`src/rtl/fpmul_txn_pkg.sv`:
```
// Shared types for the FPmul transaction master: FSM state encoding and
// the IEEE-754 single word type.
package fpmul_txn_pkg;
   localparam int FP_W = 32;

   typedef enum logic [1:0] {IDLE, ISSUE, WAIT, RETURN} txn_state_t;
   typedef logic [FP_W-1:0] fp_word_t;

   localparam fp_word_t FP_ZERO = '0;
endpackage

```
`src/rtl/txn_watchdog.sv`:
```
// Transaction watchdog: counts cycles while enabled and flags the last
// permitted cycle. The count holds at expiry instead of wrapping.
module txn_watchdog #(
   parameter int TIMEOUT_CYC = 64
) (
   input  logic clk,
   input  logic rst,
   input  logic clr,
   input  logic en,
   output logic expire
);
   localparam int TW = $clog2(TIMEOUT_CYC);

   logic [TW-1:0] timer;

   assign expire = en && (timer == TW'(TIMEOUT_CYC - 1));

   always_ff @(posedge clk) begin
      if (rst || clr) begin
         timer <= '0;
      end else if (en && !expire) begin
         timer <= timer + 1'b1;
      end
   end
endmodule

```
`src/rtl/fpmul_txn_master.sv`:
```
// Initiator for the FPmul valid/ready wrapper: one outstanding operand pair,
// product returned with echoed operands, watchdog abort and stale-result drain.
//
//  state  | meaning
//  IDLE   | waiting for a command; drains a late product while stale
//  ISSUE  | operands presented to the multiplier
//  WAIT   | waiting for the product
//  RETURN | response presented downstream
module fpmul_txn_master
   import fpmul_txn_pkg::*;
#(
   parameter int DATA_W      = 32,
   parameter int TIMEOUT_CYC = 64,
   parameter int CNT_W       = 16
) (
   input  logic              clk,
   input  logic              rst,
   input  logic              cmd_valid,
   output logic              cmd_ready,
   input  logic [DATA_W-1:0] cmd_a,
   input  logic [DATA_W-1:0] cmd_b,
   output logic [DATA_W-1:0] mul_a,
   output logic [DATA_W-1:0] mul_b,
   output logic              mul_in_valid,
   input  logic              mul_in_ready,
   input  logic [DATA_W-1:0] mul_out_data,
   input  logic              mul_out_valid,
   output logic              mul_out_ready,
   output logic              rsp_valid,
   input  logic              rsp_ready,
   output logic [DATA_W-1:0] rsp_a,
   output logic [DATA_W-1:0] rsp_b,
   output logic [DATA_W-1:0] rsp_z,
   output logic              rsp_timeout,
   output logic [CNT_W-1:0]  txn_count,
   output logic [CNT_W-1:0]  err_count
);
   txn_state_t        state, state_nxt;
   logic              stale, stale_nxt;
   logic              cmd_ready_nxt, mul_in_valid_nxt, mul_out_ready_nxt;
   logic              rsp_valid_nxt, rsp_timeout_nxt, abort;
   logic [DATA_W-1:0] mul_a_nxt, mul_b_nxt, rsp_a_nxt, rsp_b_nxt, rsp_z_nxt;
   logic [CNT_W-1:0]  txn_count_nxt, err_count_nxt;
   logic              wd_en, wd_expire;

   assign wd_en = (state == ISSUE) || (state == WAIT);

   txn_watchdog #(.TIMEOUT_CYC(TIMEOUT_CYC)) u_wd (
      .clk    (clk),
      .rst    (rst),
      .clr    (!wd_en),
      .en     (wd_en),
      .expire (wd_expire)
   );

   always_comb begin
      state_nxt         = state;
      stale_nxt         = stale;
      cmd_ready_nxt     = cmd_ready;
      mul_a_nxt         = mul_a;
      mul_b_nxt         = mul_b;
      mul_in_valid_nxt  = mul_in_valid;
      mul_out_ready_nxt = mul_out_ready;
      rsp_valid_nxt     = rsp_valid;
      rsp_a_nxt         = rsp_a;
      rsp_b_nxt         = rsp_b;
      rsp_z_nxt         = rsp_z;
      rsp_timeout_nxt   = rsp_timeout;
      txn_count_nxt     = txn_count;
      err_count_nxt     = err_count;
      abort             = 1'b0;
      unique case (state)
         IDLE: begin
            cmd_ready_nxt     = !stale;
            mul_out_ready_nxt = stale;
            if (stale && mul_out_valid && mul_out_ready) begin
               stale_nxt         = 1'b0;
               mul_out_ready_nxt = 1'b0;
               cmd_ready_nxt     = 1'b1;
            end else if (cmd_valid && cmd_ready) begin
               mul_a_nxt        = cmd_a;
               mul_b_nxt        = cmd_b;
               rsp_a_nxt        = cmd_a;
               rsp_b_nxt        = cmd_b;
               cmd_ready_nxt    = 1'b0;
               mul_in_valid_nxt = 1'b1;
               state_nxt        = ISSUE;
            end
         end
         ISSUE: begin
            // Operands taken on the expiry cycle still yield a product later.
            if (wd_expire) begin
               abort     = 1'b1;
               stale_nxt = mul_in_valid && mul_in_ready;
            end else if (mul_in_valid && mul_in_ready) begin
               mul_in_valid_nxt  = 1'b0;
               mul_out_ready_nxt = 1'b1;
               state_nxt         = WAIT;
            end
         end
         WAIT: begin
            if (mul_out_valid && mul_out_ready) begin
               rsp_z_nxt         = mul_out_data;
               rsp_timeout_nxt   = 1'b0;
               mul_out_ready_nxt = 1'b0;
               rsp_valid_nxt     = 1'b1;
               state_nxt         = RETURN;
            end else if (wd_expire) begin
               abort     = 1'b1;
               stale_nxt = 1'b1;
            end
         end
         RETURN: begin
            if (rsp_valid && rsp_ready) begin
               rsp_valid_nxt = 1'b0;
               txn_count_nxt = txn_count + 1'b1;
               if (rsp_timeout && (err_count != '1)) begin
                  err_count_nxt = err_count + 1'b1;
               end
               cmd_ready_nxt     = !stale;
               mul_out_ready_nxt = stale;
               state_nxt         = IDLE;
            end
         end
         default: state_nxt = IDLE;
      endcase
      if (abort) begin
         mul_in_valid_nxt  = 1'b0;
         mul_out_ready_nxt = 1'b0;
         rsp_z_nxt         = DATA_W'(FP_ZERO);
         rsp_timeout_nxt   = 1'b1;
         rsp_valid_nxt     = 1'b1;
         state_nxt         = RETURN;
      end
   end

   always_ff @(posedge clk) begin
      if (rst) begin
         state         <= IDLE;
         stale         <= 1'b0;
         cmd_ready     <= 1'b0;
         mul_a         <= '0;
         mul_b         <= '0;
         mul_in_valid  <= 1'b0;
         mul_out_ready <= 1'b0;
         rsp_valid     <= 1'b0;
         rsp_a         <= '0;
         rsp_b         <= '0;
         rsp_z         <= '0;
         rsp_timeout   <= 1'b0;
         txn_count     <= '0;
         err_count     <= '0;
      end else begin
         state         <= state_nxt;
         stale         <= stale_nxt;
         cmd_ready     <= cmd_ready_nxt;
         mul_a         <= mul_a_nxt;
         mul_b         <= mul_b_nxt;
         mul_in_valid  <= mul_in_valid_nxt;
         mul_out_ready <= mul_out_ready_nxt;
         rsp_valid     <= rsp_valid_nxt;
         rsp_a         <= rsp_a_nxt;
         rsp_b         <= rsp_b_nxt;
         rsp_z         <= rsp_z_nxt;
         rsp_timeout   <= rsp_timeout_nxt;
         txn_count     <= txn_count_nxt;
         err_count     <= err_count_nxt;
      end
   end
endmodule
```
`config.mk`:
```
export PLATFORM = sky130hd
export DESIGN_NAME = fpmul_txn_master
export DESIGN_NICKNAME = d
export VERILOG_FILES = /design/src/rtl/fpmul_txn_pkg.sv /design/src/rtl/txn_watchdog.sv /design/src/rtl/fpmul_txn_master.sv
export SDC_FILE = /design/constraint.sdc
export NUM_CORES = 1
export LEC_CHECK = 0
export BUFFER_PORTS_ARGS = -buffer_cell sky130_fd_sc_hd__buf_2
export CAP_MARGIN = 20
export CORE_MARGIN = 2
export CORE_UTILIZATION = 30
export DETAILED_ROUTE_END_ITERATION = 16
export GPL_ROUTABILITY_DRIVEN = 1
export REMOVE_ABC_BUFFERS = 1
export SLEW_MARGIN = 20
export SYNTH_ARGS = -nofsm -noshare
export SYNTH_HDL_FRONTEND = slang
export SYNTH_SLANG_ARGS = --single-unit
```
`constraint.sdc`:
```
create_clock -name clk -period 2.6 [get_ports clk]
set_clock_uncertainty 0.1 [all_clocks]
set_input_delay 0.13 -clock clk [delete_from_list [all_inputs] [get_ports clk]]
set_output_delay 0.13 -clock clk [all_outputs]
set_load 0.005 [all_outputs]
```
* Word level (Yosys, flattened, before mapping) *
Cells that the tools add are included.

cells by class
  add/subtract/negate cells = 3
  equality and inequality tests = 20
  multiplexer cells = 36
  bitwise operators = 1
  reduce and logical (&&, ||, !) cells = 33

operators with widths
  operator                                       number
  adder 16 x 1 -> 16 bit, second input constant  2
  two-way mux 1 bit                              22
  != test 16 bit, second input constant          1
  two-way mux 2 bit                              7
  != test 3 bit, second input constant           4
  != test 2 bit, second input constant           5
  logical AND 1 bit                              9
  AND reduction 3 bit                            3
  != test 2 x 1 -> 1 bit, second input constant  4
  case mux 1 bit (2 select lines)                4
  case mux 2 bit (4 select lines)                1
  AND reduction 2 bit                            4
  AND reduction 4 bit                            2
  nonzero test 2 bit                             4
  adder 6 x 1 -> 6 bit, second input constant    1
  == test 6 bit, second input constant           1
  != test 3 x 2 -> 1 bit, second input constant  2
  AND reduction 6 bit                            1
  nonzero test 3 bit                             2
  AND reduction 5 bit                            1
  == test 2 bit, second input constant           2
  case mux 1 bit (4 select lines)                1
  zero test 1 bit                                3
  case mux 1 bit (3 select lines)                1
  other kinds (5)                                6

word-level totals
  flip-flop bits (word level) = 142
  word-level logic and storage cells = 106

* Longest topological paths before layout *
  depth in word-level cells = 8
  depth in mapped cells = 9
  gate-level depth less buffers = 7

* Modules after synthesis *
Synthesis repeated with hierarchy kept, for this count alone.

unflattened totals
  cell total of the unflattened synthesis = 765
  area, all modules = 6241.0 µm²

by module, submodules not included
  module            instances  cells each  area each (µm²)
  fpmul_txn_master  1          732         5939.4
  txn_watchdog      1          33          301.5

* Worst setup path before layout *
Ideal clock, no wire load.

  path kind = register to register
  start = register state[0]
  end = register mul_in_valid
  setup time = 0.117 ns
  arrival time = 1.590 ns
  slack = 0.794 ns
  cell stages (with the launch flop) = 10
  buffers on the path = 2
  period minus slack after synthesis = 1.806 ns
  cells stage by stage = dfxtp_1 -> inv_1 -> ha_1 -> a21boi_0 -> nor2_1 -> or2_4 -> nand2b_2 -> buf_6 -> buf_8 -> nor2_1

between the ends
  cells in the longest elaborated chain, start to end = 7
  elaborated cells between the ends (all ways) = 16
  those cells by class = 6 x eq/ne; 4 x mux; 6 x reduce/logical

RTL lines
  item                                                            RTL line                                         source
  start, declared                                                 fpmul_txn_master.sv:38                           txn_state_t state, state_nxt;
  start signal, assigned                                          fpmul_txn_master.sv:154                          state <= state_nxt;
  == test 2 x 1 -> 1 bit / == test 2 bit (equally long branches)  fpmul_txn_master.sv:46, fpmul_txn_master.sv:72
  logical OR 1 bit                                                fpmul_txn_master.sv:46                           assign wd_en = (state == ISSUE) || (state == WAIT);
  logical AND 1 bit                                               txn_watchdog.sv:16                               assign expire = en && (timer == TW'(TIMEOUT_CYC - 1));
  two-way mux 1 bit                                               fpmul_txn_master.sv:92, fpmul_txn_master.sv:108
  two-way mux 1 bit                                               fpmul_txn_master.sv:102                          if (mul_out_valid && mul_out_ready) begin
  case mux 1 bit (2 select lines)                                 fpmul_txn_master.sv:72                           unique case (state)
  OR reduction 2 bit (no source line)                             --
  end signal, assigned                                            fpmul_txn_master.sv:159                          mul_in_valid <= mul_in_valid_nxt;
  end, declared                                                   fpmul_txn_master.sv:24                           output logic mul_in_valid,

Parallel ways exist; a longest one is shown, timed or not.
A chain may end at the register's enable or synchronous reset.

* Final worst setup path *
  start = register state[0]
  end = register rsp_z[21]

between the ends
  cells in the longest elaborated chain, start to end = 7
  elaborated cells between the ends (all ways) = 9
  those cells by class = 2 x eq/ne; 3 x mux; 4 x reduce/logical

RTL lines
  item                                                            RTL line                                         source
  == test 2 x 1 -> 1 bit / == test 2 bit (equally long branches)  fpmul_txn_master.sv:46, fpmul_txn_master.sv:72
  logical OR 1 bit                                                fpmul_txn_master.sv:46
  logical AND 1 bit                                               txn_watchdog.sv:16
  two-way mux 1 bit                                               fpmul_txn_master.sv:92, fpmul_txn_master.sv:108
  two-way mux 1 bit                                               fpmul_txn_master.sv:102
  case mux 1 bit (2 select lines)                                 fpmul_txn_master.sv:72
  OR reduction 2 bit (no source line)                             --
  end signal, assigned                                            fpmul_txn_master.sv:164                          rsp_z <= rsp_z_nxt;
  end, declared                                                   fpmul_txn_master.sv:33                           output logic [DATA_W-1:0] rsp_z,

Parallel ways exist; a longest one is shown, timed or not.

==> impl_metrics.ini <==
[outcome]
status = finished clean

[synth]
synthMuxAreaShare = 0.0114
postSynthAreaPerCell_um2 = 8.10
synth_simple_gate_area_frac = 0.229
synth_flop_cell = dfxtp_1
synth_seq_cells = 142
synth_cell_type_count = 51
seq_area_frac_synth = 0.464
synth_warnings = 0
synth.cell_area_mm2 = 0.00613
synthArstFlopShare = 0
synth_top_family_by_area = simple AND/OR/NAND/NOR gates
synth_edf_count = 0
synth-compound-area-share = 0.121
synthXorXnorAreaFrac = 0.0386
synthCells = 757
synth_fa_ha_area_frac = 0.0163

[final_layout]
finalNetCount = 1183
final_cells = 1355
antenna_cells = 0
drive_gt1_frac = 0.324
area_growth_pct = 46.3

[timing]
slew_violations = 0
fin_crit_sh = 0.821
fmax_ghz = 0.469
rsz0062_at_grt = false
hold_violations = 0
setup_viol = 0
tns_ps = 0
relSlewSlack = 0.619
fin_crit_ps = 2130
worst_pin_slew_ps = 567

[setup_path]
worstPathRequired_ps = 2780
crit_fanout = 34
cpPeakStageDelay_ps = 360
crit_chain = inv_1, ha_1, a21boi_0, nor2_1, or2_4, nand2b_2, buf_4, a21oi_1
cp-end-kind = flip-flop
crit_path_top_delay_cell = dfxtp_1
criticalPathCategory = flip-flop to flip-flop
critPathArrivalTime_ps = 2310
critPathLaunchType = flip-flop

[cts]
cts_tree = built
clock_latency_ps = 410
clkTransAtPathRegs_ps = 60
cts_resized = 0
cts_buffers = 17
cts_buffer_depth = 2
root_buffer = clkbuf_16
cts.sinks = 142
h-tree-depth = 4
cts_setup_buffers = 0

[power]
p_clk_frac = 0.424
power_frac_comb = 0.186
power_uw = 6280
p_int_uw = 4560
p_per_area_mw_per_mm2 = 700
power.leakage_uw = 0.00404
sw_frac_of_total = 0.273
ir_drop_uv = 380
seq_power_share = 0.390
p_switching_uw = 1710

[global_routing]
grt_pass1_vias = 5661
grtUsageTotal = 0.159
grt_max_degree = 66
grt_overflow_total = 0
antenna_found_initial = 0
grt_pass1_wl_um = 28100

[die]
die_y_um = 147
core-area_mm2 = 0.0202
die_x_um = 147
ios = 299
dieArea_mm2 = 0.0216
initial_utilization = 0.304
rows = 52

[worst_hold_path]
hp-class = input port to flip-flop

[run]
drv_cap = 0

[placed_design]
place_inst = 1228
hpwl_um = 11900
io_buffer_count = 298
gp_congestion = 0.824

[drt]
drc = 0
ant_nets = 0
routed_via_density = 4.49
wl_um = 18000
wl_per_cell_um = 13.3
first_pass_iters = 5
drt_iter0_markers = 257
vias = 6078
[registers in the layout, indices dropped and copies added (netlist names)]
register and flops:
cmd_ready 1, err_count 16, mul_in_valid 1, mul_out_ready 1, rsp_a 32, rsp_b 32
rsp_timeout 1, rsp_valid 1, rsp_z 32, stale 1, state 2, txn_count 16
u_wd.timer 6
[routing by layer]
metal	share of wire	vias up	global-route usage
met1	0.45	2794	0.198
met4	0.010	0	0.0462
met3	0.063	14	0.0425
li1	-	3066	-
met2	0.48	204	0.272
met5	0	-	0
[power groups by stage]
stage | combinational [µW] | sequential, µW | clock (µW)
floorplan | 506 | 2510 | 0
detailed placement | 1050 | 2500 | 0
finish | 1160 | 2450 | 2660
CTS | 1160 | 2450 | 2730
global placement | 1050 | 2490 | 0
global route | 1300 | 2470 | 2830
[cell type report]
type	instances	area [µm²]
clock buffers	17	425
inverters	11	41.3
clock inverters	14	219
fillers	1960	11200
multi-input cells	499	2560
flip-flops and latches	142	2840
well taps	270	338
repair buffers	402	2540
[path summary, 6_finish.rpt]
check,from,endpoint,slack [ps],cells past startpoint
min,mul_in_ready,mul_in_valid,40,4
max reg2reg,state[0],rsp_z[21],470,8
max,state[0],rsp_z[21],470,8
min reg2reg,rsp_z[24],rsp_z[24],350,2
[worst max-delay path: cells and delay by family (launching register included)]
| kind | cells | cell delay (ps) |
|---|---|---|
| simple gates | 3 | 430 |
| fa+ha+maj | 1 | 230 |
| compound gates | 2 | 430 |
| buf+inv | 2 | 440 |
| flops | 1 | 360 |
[kinds of logic (layout without fill, tap and decap cells)]
family	after synthesis	count (layout)
buf+inv	116	444
mux	7	7
compound gates	137	137
fa+ha+maj	8	8
flops	142	142
xor+xnor	27	27
simple gates	320	320
[cell usage in the layout, fill, tap and decap left out, types with 2 or more instances in the layout]
| master | n |
|---|---|
| ha_1 | 8 |
| xnor2_1 | 15 |
| mux2i_1 | 7 |
| and3_1 | 7 |
| nand3_1 | 16 |
| o21ai_0 | 12 |
| bufinv_16 | 5 |
| clkinvlp_4 | 2 |
| dfxtp_1 | 142 |
| nor2_2 | 2 |
| clkinv_4 | 5 |
| nor2_1 | 42 |
| clkinv_2 | 2 |
| nand4_4 | 2 |
| nand2_1 | 211 |
| a21oi_2 | 2 |
| a41oi_1 | 2 |
| nor3_1 | 7 |
| nand4_1 | 9 |
| nor3b_2 | 2 |
| inv_1 | 11 |
| o211ai_1 | 2 |
| a22oi_1 | 2 |
| a21oi_1 | 106 |
| xor2_1 | 12 |
| nand2b_1 | 2 |
| or3_1 | 6 |
| dlygate4sd3_1 | 96 |
| buf_12 | 2 |
| buf_2 | 297 |
| buf_4 | 7 |
| clkbuf_16 | 17 |
| nor4_1 | 3 |
| a211oi_1 | 2 |
[through the flow]
step                setup WS, ps  hold WS, ps  utilization  cell area (µm²)
floorplan                  -2260         99.1            -             5430
global placement             532          269        0.365             7360
detailed placement           487          275        0.365             7360
CTS                          468         5.93        0.445             8970
global route                 249         39.5        0.445             8970
finish                       466         43.4        0.445             8970
[cell usage after synthesis (all sizes together) (8+ instances only)]
| cell type | n | area (µm²) |
|---|---|---|
| nor2 | 44 | 168 |
| clkbuf | 26 | 97.6 |
| nand3 | 17 | 97.6 |
| ha | 8 | 100 |
| inv | 11 | 41.3 |
| nand2 | 212 | 796 |
| xnor2 | 15 | 131 |
| dfxtp | 142 | 2840 |
| o21ai | 13 | 68.8 |
| nand4 | 11 | 98.8 |
| buf | 79 | 598 |
| a21oi | 108 | 548 |
| xor2 | 12 | 105 |
[repair_timing]
item                                    4_1_cts  5_1_grt
hold buffers                                 96        0
hold endpoints to repair                     96        0
endpoints found under the setup margin        0        0
No activity file was read; power rests on OpenSTA's default activity.
